<file path="src/rtl/actor_motion_if.sv">
// Wall-map probe bus between a moving actor and the level ROM.
// The ROM answers probe_is_wall one cycle after it sees a coordinate.
interface actor_motion_if;
    logic [9:0] probe_x;
    logic [9:0] probe_y;
    logic       probe_is_wall;

    modport master (output probe_x, output probe_y, input probe_is_wall);
    modport slave  (input probe_x, input probe_y, output probe_is_wall);
endinterface

</file>
<file path="src/rtl/actor_motion.sv">
// Per-frame actor mover: room-edge doors, candidate moves with diagonal slide,
// and a 4-corner hitbox probe against a latency-1 wall ROM.
module actor_motion #(
    parameter int X_MAX   = 639,
    parameter int Y_MAX   = 479,
    parameter int STEP    = 3,
    parameter int SIZE    = 16,
    parameter int EDGE    = 32,
    parameter int START_X = 304,
    parameter int START_Y = 400
) (
    input  logic                 Clk,
    input  logic                 Reset_n,
    input  logic                 frame_clk,
    input  logic [3:0]           dir,
    actor_motion_if.master       probe,
    output logic [9:0]           Player_X,
    output logic [9:0]           Player_Y,
    output logic [2:0]           doorcode,
    output logic                 door_pulse,
    output logic                 busy
);

    localparam logic [9:0] X_LO = 10'(EDGE);
    localparam logic [9:0] Y_LO = 10'(EDGE);
    localparam logic [9:0] X_HI = 10'(X_MAX + 1 - EDGE - SIZE);
    localparam logic [9:0] Y_HI = 10'(Y_MAX + 1 - EDGE - SIZE);
    localparam logic signed [10:0] X_CMAX = 11'(X_MAX + 1 - SIZE);
    localparam logic signed [10:0] Y_CMAX = 11'(Y_MAX + 1 - SIZE);
    localparam logic [9:0] OFS = 10'(SIZE - 1);

    typedef enum logic [2:0] {
        S_IDLE, S_EDGE, S_CAND, S_PROBE, S_DECIDE, S_COMMIT
    } state_t;

    state_t      state_q, state_d;
    logic        frame_q;
    logic [3:0]  dir_q, dir_d;
    logic [1:0]  idx_q, idx_d;
    logic [2:0]  cnt_q, cnt_d;
    logic        hit_q, hit_d;
    logic [9:0]  cx_q, cx_d, cy_q, cy_d;
    logic [9:0]  px_q, px_d, py_q, py_d;
    logic [9:0]  probe_x_q, probe_x_d, probe_y_q, probe_y_d;
    logic [2:0]  door_q, door_d;
    logic        door_pulse_q, door_pulse_d;

    logic              tick;
    logic signed [10:0] dx, dy;
    logic [9:0]        mx, my, cand_x, cand_y;
    logic [1:0]        last_idx;

    function automatic logic [9:0] clamp(input logic signed [10:0] v,
                                         input logic signed [10:0] hi);
        if (v[10])      return '0;
        else if (v > hi) return hi[9:0];
        else            return v[9:0];
    endfunction

    assign tick = frame_clk & ~frame_q;

    // dir = {up, down, left, right}; opposing keys cancel on their axis.
    always_comb begin
        dx = '0;
        dy = '0;
        if (dir_q[0] && !dir_q[1]) dx = 11'(STEP);
        if (dir_q[1] && !dir_q[0]) dx = -11'(STEP);
        if (dir_q[2] && !dir_q[3]) dy = 11'(STEP);
        if (dir_q[3] && !dir_q[2]) dy = -11'(STEP);
    end

    assign mx       = clamp($signed({1'b0, px_q}) + dx, X_CMAX);
    assign my       = clamp($signed({1'b0, py_q}) + dy, Y_CMAX);
    assign last_idx = (dx != '0 && dy != '0) ? 2'd2 : 2'd0;

    // C0 is the full move; C1/C2 slide along one axis when a diagonal is blocked.
    always_comb begin
        cand_x = mx;
        cand_y = my;
        case (idx_q)
            2'd1:    cand_y = py_q;
            2'd2:    cand_x = px_q;
            default: ;
        endcase
    end

    // NOTE: every variable gets its default first so no path leaves it unassigned and no latch is inferred.
    always_comb begin
        state_d      = state_q;
        dir_d        = dir_q;
        idx_d        = idx_q;
        cnt_d        = cnt_q;
        hit_d        = hit_q;
        cx_d         = cx_q;
        cy_d         = cy_q;
        px_d         = px_q;
        py_d         = py_q;
        probe_x_d    = probe_x_q;
        probe_y_d    = probe_y_q;
        door_d       = door_q;
        door_pulse_d = 1'b0;

        case (state_q)
            S_IDLE: begin
                if (tick) begin
                    state_d = S_EDGE;
                    dir_d   = dir;
                end
            end
            S_EDGE: begin
                idx_d = '0;
                if (py_q < Y_LO) begin
                    door_d = 3'd3; py_d = Y_HI; door_pulse_d = 1'b1; state_d = S_IDLE;
                end else if (py_q > Y_HI) begin
                    door_d = 3'd4; py_d = Y_LO; door_pulse_d = 1'b1; state_d = S_IDLE;
                end else if (px_q < X_LO) begin
                    door_d = 3'd2; px_d = X_HI; door_pulse_d = 1'b1; state_d = S_IDLE;
                end else if (px_q > X_HI) begin
                    door_d = 3'd1; px_d = X_LO; door_pulse_d = 1'b1; state_d = S_IDLE;
                end else begin
                    door_d  = 3'd0;
                    state_d = (dx == '0 && dy == '0) ? S_IDLE : S_CAND;
                end
            end
            S_CAND: begin
                cx_d      = cand_x;
                cy_d      = cand_y;
                probe_x_d = cand_x;
                probe_y_d = cand_y;
                hit_d     = 1'b0;
                cnt_d     = '0;
                state_d   = S_PROBE;
            end
            S_PROBE: begin
                // cnt 0..3 issue corners; wall results trail by one cycle, so cnt 1..4 collect them.
                cnt_d = cnt_q + 3'd1;
                if (cnt_q != 3'd0) hit_d = hit_q | probe.probe_is_wall;
                case (cnt_q)
                    3'd0: begin probe_x_d = cx_q + OFS; probe_y_d = cy_q;       end
                    3'd1: begin probe_x_d = cx_q;       probe_y_d = cy_q + OFS; end
                    3'd2: begin probe_x_d = cx_q + OFS; probe_y_d = cy_q + OFS; end
                    default: ;
                endcase
                if (cnt_q == 3'd4) state_d = S_DECIDE;
            end
            S_DECIDE: begin
                if (!hit_q) begin
                    state_d = S_COMMIT;
                end else if (idx_q != last_idx) begin
                    idx_d   = idx_q + 2'd1;
                    state_d = S_CAND;
                end else begin
                    state_d = S_IDLE;
                end
            end
            S_COMMIT: begin
                px_d    = cx_q;
                py_d    = cy_q;
                state_d = S_IDLE;
            end
            default: state_d = S_IDLE;
        endcase
    end

    // NOTE: state registers use non-blocking assignments so every flop samples the pre-edge values.
    always_ff @(posedge Clk or negedge Reset_n) begin
        if (!Reset_n) begin
            state_q      <= S_IDLE;
            frame_q      <= 1'b0;
            dir_q        <= '0;
            idx_q        <= '0;
            cnt_q        <= '0;
            hit_q        <= 1'b0;
            cx_q         <= '0;
            cy_q         <= '0;
            px_q         <= 10'(START_X);
            py_q         <= 10'(START_Y);
            probe_x_q    <= '0;
            probe_y_q    <= '0;
            door_q       <= '0;
            door_pulse_q <= 1'b0;
        end else begin
            state_q      <= state_d;
            frame_q      <= frame_clk;
            dir_q        <= dir_d;
            idx_q        <= idx_d;
            cnt_q        <= cnt_d;
            hit_q        <= hit_d;
            cx_q         <= cx_d;
            cy_q         <= cy_d;
            px_q         <= px_d;
            py_q         <= py_d;
            probe_x_q    <= probe_x_d;
            probe_y_q    <= probe_y_d;
            door_q       <= door_d;
            door_pulse_q <= door_pulse_d;
        end
    end

    assign probe.probe_x = probe_x_q;
    assign probe.probe_y = probe_y_q;
    assign Player_X      = px_q;
    assign Player_Y      = py_q;
    assign doorcode      = door_q;
    assign door_pulse    = door_pulse_q;
    assign busy          = (state_q != S_IDLE);

endmodule

</file>
<file path="src/flat_wrapper.sv">
// flat-port wrapper written by rule: the top's interface ports become plain ports
module actor_motion_flat 
#(
    parameter int X_MAX   = 639,
    parameter int Y_MAX   = 479,
    parameter int STEP    = 3,
    parameter int SIZE    = 16,
    parameter int EDGE    = 32,
    parameter int START_X = 304,
    parameter int START_Y = 400
)
  (Clk, Reset_n, frame_clk, dir, Player_X, Player_Y, doorcode, door_pulse, busy, probe_probe_x, probe_probe_y, probe_probe_is_wall);
  actor_motion_if probe_i ();
  input  logic Clk;
  input  logic Reset_n;
  input  logic frame_clk;
  input  logic [3:0] dir;
  output logic [9:0] Player_X;
  output logic [9:0] Player_Y;
  output logic [2:0] doorcode;
  output logic door_pulse;
  output logic busy;
  output wire logic [$bits(probe_i.probe_x)-1:0] probe_probe_x;
  output wire logic [$bits(probe_i.probe_y)-1:0] probe_probe_y;
  input wire logic [$bits(probe_i.probe_is_wall)-1:0] probe_probe_is_wall;
  assign probe_probe_x = probe_i.probe_x;
  assign probe_probe_y = probe_i.probe_y;
  assign probe_i.probe_is_wall = probe_probe_is_wall;
  actor_motion #(.X_MAX(X_MAX), .Y_MAX(Y_MAX), .STEP(STEP), .SIZE(SIZE), .EDGE(EDGE), .START_X(START_X), .START_Y(START_Y)) u_core (.Clk(Clk), .Reset_n(Reset_n), .frame_clk(frame_clk), .dir(dir), .probe(probe_i), .Player_X(Player_X), .Player_Y(Player_Y), .doorcode(doorcode), .door_pulse(door_pulse), .busy(busy));
endmodule
</file>
<file path="config.mk">
export PLATFORM = sky130hd
export DESIGN_NAME = actor_motion_flat
export DESIGN_NICKNAME = d
export VERILOG_FILES = /design/src/rtl/actor_motion_if.sv /design/src/rtl/actor_motion.sv /design/src/flat_wrapper.sv
export SDC_FILE = /design/constraint.sdc
export NUM_CORES = 1
export LEC_CHECK = 0
export ABC_CLOCK_PERIOD_IN_PS = 3270
export CORE_ASPECT_RATIO = 1.1
export CORE_UTILIZATION = 53
export CTS_CLUSTER_DIAMETER = 100
export DETAILED_ROUTE_END_ITERATION = 6
export GPL_TIMING_DRIVEN = 0
export PLACE_DENSITY = 0.76
export SETUP_SLACK_MARGIN = 0.4
export SYNTH_ARGS = -nofsm -noshare
export SYNTH_HDL_FRONTEND = slang
export SYNTH_SLANG_ARGS = --single-unit
</file>
<file path="constraint.sdc">
create_clock -name Clk -period 3.27 [get_ports Clk]
set_input_delay 0.654 -clock Clk [delete_from_list [all_inputs] [get_ports Clk]]
set_output_delay 0.654 -clock Clk [all_outputs]
set_load 0.02 [all_outputs]
</file>
==> results of run 1 <==
==> worst max-delay path, delay by kind of cell (launching register included) <==
kind,cells,cell delay [ps]
buffers and inverters,4,340
AND/OR/NAND/NOR,3,770
adder cells (fa/ha/maj),3,710
flip-flops,1,410
multiplexers,1,320
AO/OA/AOI/OAI,5,860
==> layout make-up <==
cell class / count / area (um2) / area share [%]
multi-input combinational: 506 / 3730 / 51.1
sequential: 78 / 1960 / 26.9
timing repair buffer: 85 / 801 / 11.0
clock buffer: 9 / 225 / 3.09
buffer: 44 / 208 / 2.85
tap: 143 / 179 / 2.45
inverter: 37 / 141 / 1.94
clock inverter: 7 / 55.1 / 0.754
==> state kept, by name, indices dropped and copies added, names as in the netlist, 2 cells and up <==
signal,flops
u_core.idx_q,2
u_core.doorcode,3
u_core.state_q,3
u_core.dir_q,4
u_core.Player_X,10
u_core.cnt_q,3
u_core.cx_q,10
u_core.Player_Y,10
u_core.probe.probe_y,10
u_core.cy_q,10
u_core.probe.probe_x,10
==> report_power, final <==
part / total (mW) / internal, mW / switching [mW]
clock: 0.978 / 0.525 / 0.452
combinational: 6.64 / 2.86 / 3.78
sequential: 1.87 / 1.42 / 0.449
total: 9.48 / 4.80 / 4.68
==> kinds of logic after synthesis <==
| logic type | after synthesis |
|---|---|
| muxes | 12 |
| xor gates and xnor gates | 41 |
| buffers and inverters | 81 |
| AOI/OAI and AO/OA | 193 |
| adders and majority gates | 22 |
| DFF | 78 |
| and+or+nand+nor | 238 |
==> worst paths after layout <==
path / from / to / cells after the start
max: u_core.dir_q[0]$_DFFE_PN0P_ / u_core.probe.probe_x[2]$_DFFE_PN0P_ / 16
min reg2reg: u_core.probe.probe_y[9]$_DFFE_PN0P_ / u_core.probe.probe_y[9]$_DFFE_PN0P_ / 2
min: Reset_n / u_core.probe.probe_x[5]$_DFFE_PN0P_ / 1
max reg2reg: u_core.dir_q[0]$_DFFE_PN0P_ / u_core.probe.probe_x[2]$_DFFE_PN0P_ / 16
min in group Clk: u_core.probe.probe_y[9]$_DFFE_PN0P_ / u_core.probe.probe_y[9]$_DFFE_PN0P_ / 2
max in group asynchronous: Reset_n / u_core.Player_X[5]$_DFFE_PN1P_ / 2
==> synthesized netlist by cell type (3+ instances only) <==
cell type | instances | area share (%)
nand2_1 | 76 | 5.1
dfrtp_1 | 72 | 32
nor2_1 | 62 | 4.1
o21ai_0 | 48 | 4.3
a21oi_1 | 37 | 3.3
inv_1 | 37 | 2.5
clkbuf_1 | 36 | 2.4
xnor2_1 | 27 | 4.2
ha_1 | 20 | 4.4
nand3_1 | 13 | 1.2
xor2_1 | 13 | 2.0
a211oi_1 | 12 | 1.6
or3_1 | 12 | 1.3
a31oi_1 | 11 | 1.2
and3_1 | 11 | 1.2
nor2b_1 | 10 | 1.1
o22ai_1 | 10 | 1.1
a22o_1 | 9 | 1.4
nand2b_1 | 9 | 1.0
nor3_1 | 9 | 0.80
o31ai_1 | 8 | 1.1
a21o_1 | 7 | 0.93
mux2_2 | 7 | 1.4
dfstp_2 | 6 | 2.8
nor4_1 | 6 | 0.67
a22oi_1 | 5 | 0.67
buf_2 | 5 | 0.44
mux2i_1 | 5 | 0.89
a31o_2 | 4 | 0.62
and2_1 | 4 | 0.44
nand4_1 | 4 | 0.44
o211ai_1 | 4 | 0.53
a221oi_2 | 3 | 0.80
nor3_2 | 3 | 0.53
==> repair_timing <==
action,4_1_cts,5_1_grt
buffers inserted,20,12
endpoints found under the setup margin,53,53
hold buffers,0,0
pin swaps,20,24
resized for setup,41,33
==> metal layers <==
metal	global-route usage [%]	vias up	part of all wire, %
met3	5.04	51	5.6
met4	15.2	0	3.4
met5	0	-	0
li1	-	2573	-
met1	37.0	2669	39
met2	56.7	247	52
==> metrics.md, run 1 <==
| Metric | Value |
|---|---|
| Yosys Warn Count | `0` |
| Crit end category | `flop` |
| DR DRC count | `0` |
| Placed cell area | `0.00645 mm2` |
| Die Wd | `100 um` |
| Final design utilization | `70.5%` |
| Maximum number of pins on one net before global-route repair | `56` |
| Fin worst setup slack | `-267 ps` |
| Period utilization | `108%` |
| Syn_area_per_cell | `8.47 um2` |
| Remaining antenna violation count | `0` |
| Avg WL per Cell | `19.4 um` |
| Slew margin rel. | `31.7%` |
| H-tree levels | `3` |
| CTS buffer count | `9` |
| CTS tree | `done` |
| Iter 0 DRT Violations | `518` |
| CP Class | `reg -> reg` |
| Required time of the critical path | `3490 ps` |
| IO Port Bufs | `52` |
| Asr flop ratio synth | `100%` |
| DR pass1 iterations | `6` |
| Initial core utilization | `54.5%` |
| Total clock sinks | `78` |
| DP Cell Count | `861` |
| # diodes | `0` |
| Clock Tree Root | `clkbuf_16` |
| RSZ-0062 raised after global routing | `true` |
| Max-slew violations | `0` |
| Post-DP HPWL | `12500 um` |
| Vias per cell | `6.09` |
| Die Ht | `110 um` |
| Peak VDD IR | `581 uV` |
| Leading cell type in the layout, fill and taps excluded | `nand2_1` |
| Post-synthesis adder-cell area fraction | `5.15%` |
| Worst min path class | `in -> async` |
| Final Hold Violating Endpoints | `0` |
| Synth Instances | `665` |
| Clk_skew | `10.4 ps` |
| Fillcell total | `821` |
| Compound-cell area share of the yosys netlist | `24.0%` |
| Syn-to-layout area delta | `29.5%` |
| Post-route insts no fill | `909` |
| Final setup fails | `29` |
| Number of synthesized flops with an enable pin | `0` |
| Post-Syn Area | `0.00563 mm2` |
| Simple-Gate Fraction of Synth Area | `21.5%` |
| IO Pins | `53` |
| Initial antenna violation count | `0` |
| Core box area | `0.0103 mm2` |
| Global Route Usage Sum | `31.6%` |
| Slowest stage delay, CP | `410 ps` |
| F_max | `283 MHz` |
| Total number of vias | `5540` |
| Clock tree buffer depth | `2` |
| Worst path cell trace | `inv_2, ha_4, inv_4, ha_4, inv_2, fa_2, nor4bb_4, and4b_4, o21ai_0, o311ai_2, mux2i_2, a41o_1, a211oi_4, buf_6, a221oi_4, nor2_1` |
| Final Instance Area | `0.00730 mm2` |
| Slowest library cell on the worst path | `dfrtp_1` |
| Synth cell types | `78` |
| Worst EP arrival | `3760 ps` |
| Grt total ovfl | `0` |
| Mux share of post-synthesis cell area | `2.29%` |
| Vias in the first global route | `5280` |
| WHS | `202 ps` |
| Die area | `0.0110 mm2` |
| Layout cells sized above 1 | `20.4%` |
| FF+latch count, synth | `78` |
| Place WS | `-372 ps` |
| Post-Synth XOR/XNOR Area | `6.51%` |
| Largest family of logic cells by synthesized area | `compound AO/OA/AOI/OAI gates` |
| Clk_lat worst skew | `340 ps` |
| Min Tclk post-route | `3540 ps` |
| Tot Pwr | `9.48 mW` |
| Commonest non-fill, non-tap cells in the layout | `nand2_1, dfrtp_1, nor2_1, clkdlybuf4s50_1` |
| Clock transition at the registers of the reported paths | `70 ps` |
| Pwr Density | `1300 mW/mm2` |
| Violated checks | `setup timing` |
| Total Routed Length | `17700 um` |
| Leak | `3.03 nW` |
| Status | `complete, but fails checks` |
| Crit path max fanout | `3` |
| Reg2Reg Setup Slack | `-270 ps` |
| Rows | `39` |
| Max Cap Violations | `0` |
| RePlAce Congestion | `0.910` |
| Post-Syn Nets | `695` |
| Final TNS setup | `-4420 ps` |
| Startpoint types | `flop` |
| Worst Tran Pin Value | `1020 ps` |
| First-pass GRT wire length | `26800 um` |
| Final #Nets | `791` |
| Top_reg_cell synth | `dfrtp_1` |
| Post-synthesis sequential area ratio | `34.8%` |
(Power assumes the default switching activity.)
==> inputs of run 2 (changes only) <==
--- a/constraint.sdc
+++ b/constraint.sdc
@@ -3,2 +3,2 @@
 set_output_delay 0.654 -clock Clk [all_outputs]
-set_load 0.02 [all_outputs]
+set_load 0.1 [all_outputs]
==> metrics.md, run 2 (same netlist as run 1, synthesis figures left out) <==
| Metric | Value |
|---|---|
| Required time of the critical path | `3510 ps` |
| # diodes | `0` |
| Rows | `39` |
| Avg WL per Cell | `20.2 um` |
| Total clock sinks | `78` |
| Layout cells sized above 1 | `21.3%` |
| Post-route insts no fill | `907` |
| Crit path max fanout | `6` |
| Max Cap Violations | `0` |
| Final #Nets | `789` |
| Leading cell type in the layout, fill and taps excluded | `nand2_1` |
| Status | `complete, but fails checks` |
| Reg2Reg Setup Slack | `-260 ps` |
| Startpoint types | `flop` |
| IO Pins | `53` |
| RePlAce Congestion | `0.889` |
| DP Cell Count | `861` |
| Clock Tree Root | `clkbuf_16` |
| Crit. Startpoint | `u_core.dir_q[2]$_DFFE_PN0P_` |
| Violated checks | `setup timing` |
| Fillcell total | `820` |
| Syn-to-layout area delta | `31.0%` |
| CP Class | `reg -> reg` |
| Reg2reg start | `u_core.dir_q[2]$_DFFE_PN0P_` |
| Fin worst setup slack | `-265 ps` |
| Slew margin rel. | `30.2%` |
| Worst Reg-to-Reg Cells | `16` |
| RSZ-0062 raised after global routing | `true` |
| Period utilization | `108%` |
| Post-DP HPWL | `13100 um` |
| Crit end category | `flop` |
| Min Tclk post-route | `3530 ps` |
| Worst Tran Pin Value | `1040 ps` |
| Vias in the first global route | `5435` |
| Total number of vias | `5539` |
| Footprint of the multi-input gates | `0.00375 mm2` |
| Commonest non-fill, non-tap cells in the layout | `nand2_1, dfrtp_1, nor2_1, clkdlybuf4s50_1, o21ai_0` |
| Core box area | `0.0103 mm2` |
| First-pass GRT wire length | `27900 um` |
| Clk_skew | `5.32 ps` |
| IO Port Bufs | `52` |
| Iter 0 DRT Violations | `281` |
| H-tree levels | `3` |
| Vias per cell | `6.11` |
| Register Area | `0.00198 mm2` |
| Final Hold Violating Endpoints | `0` |
| Die Wd | `100 um` |
| Final setup fails | `36` |
| Worst min path class | `in -> async` |
| R2R Path End | `u_core.probe.probe_y[1]$_DFFE_PN0P_` |
| CTS tree | `done` |
| Worst EP arrival | `3780 ps` |
| Grt total ovfl | `0` |
| F_max | `283 MHz` |
| Total Routed Length | `18400 um` |
| DR pass1 iterations | `5` |
| Initial core utilization | `54.5%` |
| Remaining antenna violation count | `0` |
| CTS buffer count | `9` |
| Hold buffer count at CTS | `0` |
| Max-slew violations | `0` |
| Die Ht | `110 um` |
| Clk_lat worst skew | `340 ps` |
| DR DRC count | `0` |
| Global Route Usage Sum | `33.5%` |
| Maximum number of pins on one net before global-route repair | `65` |
| Clock transition at the registers of the reported paths | `60 ps` |
| Initial antenna violation count | `0` |
| Clock tree buffer depth | `2` |
| Die area | `0.0110 mm2` |
[run 2: cell types whose count changed in the layout (fill, tap and decap cells not counted), sizes merged]
cell / before / now
clkinv: 2 / 3
clkdlybuf4s50: 51 / 50
bufinv: 0 / 3
buf: 42 / 40
inv: 41 / 37
dlygate4sd2: 0 / 1
[run 2: layout make-up]
type                    instances  share of cell area [%]
plain buffers                  44                    2.88
clock buffers                   9                    3.05
clock inverters                 7                    1.53
inverters                      37                    1.92
multi-input cells             506                    50.8
flip-flops and latches         78                    26.8
well taps                     143                    2.42
repair buffers                 83                    10.6
[run 2: what timing repair did]
item / 4_1_cts / 5_1_grt
gates resized for setup: 56 / 23
setup buffers: 21 / 9
pin swaps: 37 / 26
setup endpoints to repair: 54 / 53
[run 2: stage by stage]
| stage | hold slack [ps] | util (%) | worst slack (ps) | TNS (ps) | cell area (um2) |
|---|---|---|---|---|---|
| floorplan | 358 | - | 64.3 | 0 | 5730 |
| global placement | 471 | 62.1 | -1730 | -100940 | 6430 |
| detailed placement | 480 | 62.4 | -434 | -11740 | 6450 |
| CTS | 179 | 69.8 | -242 | -5210 | 7220 |
| global route | 191 | 71.3 | -416 | -10490 | 7380 |
| finish | 180 | 71.3 | -265 | -5760 | 7380 |
[run 2: worst max-delay path by stage]
stage	to	slack [ps]	cells past startpoint
6_report	u_core.probe.probe_y[1]$_DFFE_PN0P_	-260	16
4_1_cts	u_core.probe.probe_y[1]$_DFFE_PN0P_	-240	16
3_5_place_dp	u_core.probe.probe_y[0]$_DFFE_PN0P_	-430	15
2_1_floorplan	u_core.probe.probe_y[1]$_DFFE_PN0P_	60	15
3_3_place_gp	u_core.Player_Y[0]$_DFFE_PN0P_	-1730	1
5_1_grt	u_core.probe.probe_y[1]$_DFFE_PN0P_	-420	15
[run 2: layer usage]
metal | global-route usage, % | vias to the layer above | part of all wire [%]
met5 | 0 | - | 0
met1 | 35.1 | 2681 | 37
met2 | 62.5 | 208 | 53
met3 | 4.98 | 80 | 4.4
li1 | - | 2570 | -
met4 | 21.8 | 0 | 5.7
[run 2: worst max-delay path: stages (launching register included)]
cell       delay, ps
dfrtp_1          410
inv_2             90
ha_4             200
inv_2             60
ha_4             120
inv_2             30
fa_2             340
clkbuf_16        170
or3_1            320
o22ai_2          200
a311oi_2          70
or4_1            420
o211ai_1         230
o311ai_4         240
o31ai_1          280
nand2_1          130
o311ai_2         130
Power of run 2 is not shown: default switching activity piles up to over one toggle a cycle in this logic, so the estimate is an artifact.
